===== config.mk =====
export PLATFORM = sky130hd
export DESIGN_NAME = freq_read_arbiter
export DESIGN_NICKNAME = d
export VERILOG_FILES = /design/src/rtl/freq_read_arbiter_pkg.sv /design/src/rtl/rr_arbiter2.sv /design/src/rtl/freq_read_arbiter.sv
export SDC_FILE = /design/constraint.sdc
export NUM_CORES = 1
export LEC_CHECK = 0
export ABC_CLOCK_PERIOD_IN_PS = 3500
export CAP_MARGIN = 10
export CORE_ASPECT_RATIO = 0.7
export CORE_UTILIZATION = 42
export CTS_CLUSTER_SIZE = 14
export DETAILED_ROUTE_END_ITERATION = 8
export GPL_TIMING_DRIVEN = 0
export PLACE_DENSITY_LB_ADDON = 0.05
export SYNTH_ARGS = -nofsm -noshare
export SYNTH_HDL_FRONTEND = slang
export SYNTH_SLANG_ARGS = --single-unit

===== constraint.sdc =====
create_clock -name clk -period 3.5 [get_ports clk]
set_clock_uncertainty 0.15 [all_clocks]
set_input_delay 0.7 -clock clk [delete_from_list [all_inputs] [get_ports clk]]
set_output_delay 0.7 -clock clk [all_outputs]
set_load 0.1 [all_outputs]

===== src/rtl/freq_read_arbiter_pkg.sv =====
// Shared types and constants for the frequency-bank read arbiter.
// Holds the FSM state encoding and the bank geometry.
package freq_read_arbiter_pkg;

    localparam int FREQ_WIDTH      = 26;
    localparam int BANK_ADDR_WIDTH = 2;

    typedef enum logic [1:0] {
        ST_IDLE = 2'd0,
        ST_READ = 2'd1,
        ST_RESP = 2'd2
    } state_e;

endpackage


===== src/rtl/rr_arbiter2.sv =====
// Two-way round-robin grant with a 1-bit pointer.
// The pointer moves to the losing requester on every accept.
module rr_arbiter2
    import freq_read_arbiter_pkg::*;
(
    input  logic       clk,
    input  logic       reset_n,
    input  logic [1:0] req_valid,
    input  logic       grant_en,
    output logic [1:0] grant,
    output logic       grant_idx
);

    logic rr_q;
    logic rr_d;
    logic accept;

    always_comb begin
        grant_idx = 1'b0;
        unique case (req_valid)
            2'b10:   grant_idx = 1'b1;
            2'b11:   grant_idx = rr_q;
            default: grant_idx = 1'b0;
        endcase
        accept = grant_en && (req_valid != 2'b00);
        grant  = 2'b00;
        if (accept) begin
            grant[grant_idx] = 1'b1;
        end
        rr_d = rr_q;
        if (accept) begin
            rr_d = ~grant_idx;
        end
    end

    always_ff @(posedge clk or negedge reset_n) begin
        if (!reset_n) begin
            rr_q <= 1'b0;
        end else begin
            rr_q <= rr_d;
        end
    end

endmodule


===== src/rtl/freq_read_arbiter.sv =====
// Arbitrates display/reporter reads of the frequency bank.
// One transaction in flight: accept, read, hold response until taken.
module freq_read_arbiter
    import freq_read_arbiter_pkg::*;
#(
    parameter int DATA_WIDTH = FREQ_WIDTH,
    parameter int ADDR_WIDTH = BANK_ADDR_WIDTH
) (
    input  logic                    clk,
    input  logic                    reset_n,
    input  logic [1:0]              req_valid,
    input  logic [2*ADDR_WIDTH-1:0] req_addr,
    output logic [1:0]              req_ready,
    output logic [1:0]              rsp_valid,
    input  logic [1:0]              rsp_ready,
    output logic [DATA_WIDTH-1:0]   rsp_data,
    output logic [ADDR_WIDTH-1:0]   mem_addr_r,
    input  logic [DATA_WIDTH-1:0]   mem_data_r
);

    state_e                  state_q, state_d;
    logic                    idx_q, idx_d;
    logic [ADDR_WIDTH-1:0]   addr_q, addr_d;
    logic [DATA_WIDTH-1:0]   data_q, data_d;
    logic [1:0]              grant;
    logic                    grant_idx;
    logic                    grant_en;

    // Gated by reset_n so req_ready is low while reset is held.
    assign grant_en = (state_q == ST_IDLE) && reset_n;

    rr_arbiter2 u_arb (
        .clk       (clk),
        .reset_n   (reset_n),
        .req_valid (req_valid),
        .grant_en  (grant_en),
        .grant     (grant),
        .grant_idx (grant_idx)
    );

    always_comb begin
        state_d = state_q;
        idx_d   = idx_q;
        addr_d  = addr_q;
        data_d  = data_q;
        unique case (state_q)
            ST_IDLE: begin
                if (grant != 2'b00) begin
                    state_d = ST_READ;
                    idx_d   = grant_idx;
                    addr_d  = grant_idx ? req_addr[2*ADDR_WIDTH-1:ADDR_WIDTH]
                                        : req_addr[ADDR_WIDTH-1:0];
                end
            end
            ST_READ: begin
                data_d  = mem_data_r;
                state_d = ST_RESP;
            end
            ST_RESP: begin
                if (rsp_ready[idx_q]) begin
                    state_d = ST_IDLE;
                end
            end
            default: state_d = ST_IDLE;
        endcase
    end

    always_comb begin
        rsp_valid = 2'b00;
        if (state_q == ST_RESP) begin
            rsp_valid[idx_q] = 1'b1;
        end
    end

    assign req_ready  = grant;
    assign rsp_data   = data_q;
    assign mem_addr_r = addr_q;

    always_ff @(posedge clk or negedge reset_n) begin
        if (!reset_n) begin
            state_q <= ST_IDLE;
            idx_q   <= 1'b0;
            addr_q  <= '0;
            data_q  <= '0;
        end else begin
            state_q <= state_d;
            idx_q   <= idx_d;
            addr_q  <= addr_d;
            data_q  <= data_d;
        end
    end

endmodule


==> out/results.tsv <==
metric	value	unit
cts_resized	9	
outcome	completed	
diodes	0	
slew_headroom	33.86	%
grt_pass1_wl	4.809	mm
cp.required	2650	ps
syn-num-nets	117	
worstPathArrival	2500	ps
worstRegToRegCells	3	
die_area	0.003421	sq mm
period_needed	3347	ps
drc	0	
dr.pass1.iters	4	
drtAntennaViolNets	0	
routabilityCongestion	0.7310	
rsz0062_at_grt	no	
start_util	46.12	%
drt-vias-per-instance	4.850	
synth_seq_area_share	59.81	%
h-tree-depth	2	
reg2reg_from	state_q[1]$_DFFE_PN0P_	
clk_latency	280	ps
syn_area	0.001339	sq mm
cts_buffers	5	
rows	16	
vias	936	
final_cell_mix	64 x clkdlybuf4s50_1, 32 x dfrtp_1, 19 x mux2_4	
placement.io_buffers	67	
hold_buffers	0	
hold_path_class	input pin to asynchronous set/reset pin	
area_growth	62.90	%
top_level_ports	68	
drt-wirelength-per-cell	14.46	um
clockBufferDepth	2	
clkSlewWorstSetupHoldPaths	70	ps
final_common_cell	clkdlybuf4s50_1	
clockRootBuffer	clkbuf_8	
setup_viol_count_final	0	
period_share	95.62	%
endpoint_kind	output port	
final_hold_viol_count	0	
gr-total-overflow	0	
drv_cap	0	
final_max_slew_viol_count	0	
ys_types	15	
timing.fmax	298.8	MHz
fin_nets	192	
cts_tree	done	
critPathLaunchType	input pin	
dp_slack	-1028	ps
grt_max_degree	20	
track_usage	18.87	%
place_hpwl	2.055	mm
die_x	69.48	um
path_class	input pin to output port	
syn_avg_cell_area	16.53	sq um
finalWirelength	2.790	mm
drive_above_1_share	27.39	%
layout_setup_ws	153.3	ps
antenna_found_initial	0	
coreArea	0.002903	sq mm
ys_seq_elements	32	
grt_pass1_vias	959	
chipHeight	49.24	um
tightest_slew	989.0	ps
drt_iter0_drc	32	
reg2reg_slack	2050	ps
crit_path_max_fanout	19	
synth_cells	81	
rr_endpoint	mem_addr_r[0]$_DFFE_PN0P_	
yosysWarnings	0	
cts_sinks	32	
cts_setup_buffers	0	
==> metal layers <==
metal / global-route usage (%) / vias to the layer above / part of all wire (%)
li1: - / 435 / -
met1: 24.40 / 449 / 46
met2: 27.67 / 43 / 45
met3: 6.612 / 9 / 6.6
met4: 10.54 / 0 / 2.9
met5: 0 / - / 0
==> per-stage QoR <==
stage / setup TNS (ps) / utilization (%) / hold slack (ps) / instance area [sq um] / instances
finish: 0 / 75.13 / 313.5 / 2181 / 193
global route: 0 / 75.13 / 339.0 / 2181 / 193
CTS: 0 / 75.13 / 316.5 / 2181 / 193
detailed placement: -1945 / 71.29 / 341.0 / 2069 / 185
global placement: -2735 / 70.78 / 331.2 / 2054 / 184
floorplan: 0 / - / 254.4 / 1339 / 81
==> critical path, cell delays in order <==
cell and delay [ps]:
clkdlybuf4s15_2 490, nor3b_2 400, and3_1 320, clkdlybuf4s15_2 580
==> cells in the mapped netlist (all sizes together) <==
cell type,number,area share (%)
dfrtp,32,60
mux2,27,28
buf,3,2.5
nand2b,3,1.4
a21o,2,1.1
a221o,2,1.5
and3,2,0.93
and4,2,1.3
inv,2,0.56
nor2,2,0.56
o21ai,2,1.0
nand2,1,0.28
nor3b,1,0.93
==> kinds of logic (layout without fill, tap and decap cells) <==
logic type,after synthesis,in the layout,synth area share [%]
buf+inv,5,81,3.084
simple gates,11,11,5.421
mux,27,27,28.04
flops,32,32,59.81
compound gates,6,6,3.644
==> registers in the layout (all words and copies together) (netlist names) <==
| name | flops |
|---|---|
| rsp_data | 26 |
| idx_q | 1 |
| mem_addr_r | 2 |
| state_q | 2 |
| u_arb.rr_q | 1 |
==> worst max path at each step <==
stage	startpoint	to	depth (start not counted)
3_5_place_dp	reset_n	req_ready[1]	4
3_3_place_gp	reset_n	req_ready[1]	4
6_report	reset_n	req_ready[1]	4
5_1_grt	reset_n	req_ready[1]	4
2_1_floorplan	reset_n	req_ready[1]	2
4_1_cts	reset_n	req_ready[1]	4
==> final cells by class <==
type | count | area (sq um)
Tap cell | 36 | 45.04
Clock buffer | 6 | 72.57
Timing Repair Buffer | 68 | 689.4
Multi-Input combinational cell | 44 | 496.7
Fill cell | 198 | 721.9
Sequential cell | 32 | 800.8
Clock inverter | 2 | 35.03
Buffer | 3 | 33.78
Inverter | 2 | 7.507
Power is left out: the tool's default activity adds up to more than one toggle a clock period on the data nets, which glitch-free logic cannot reach.
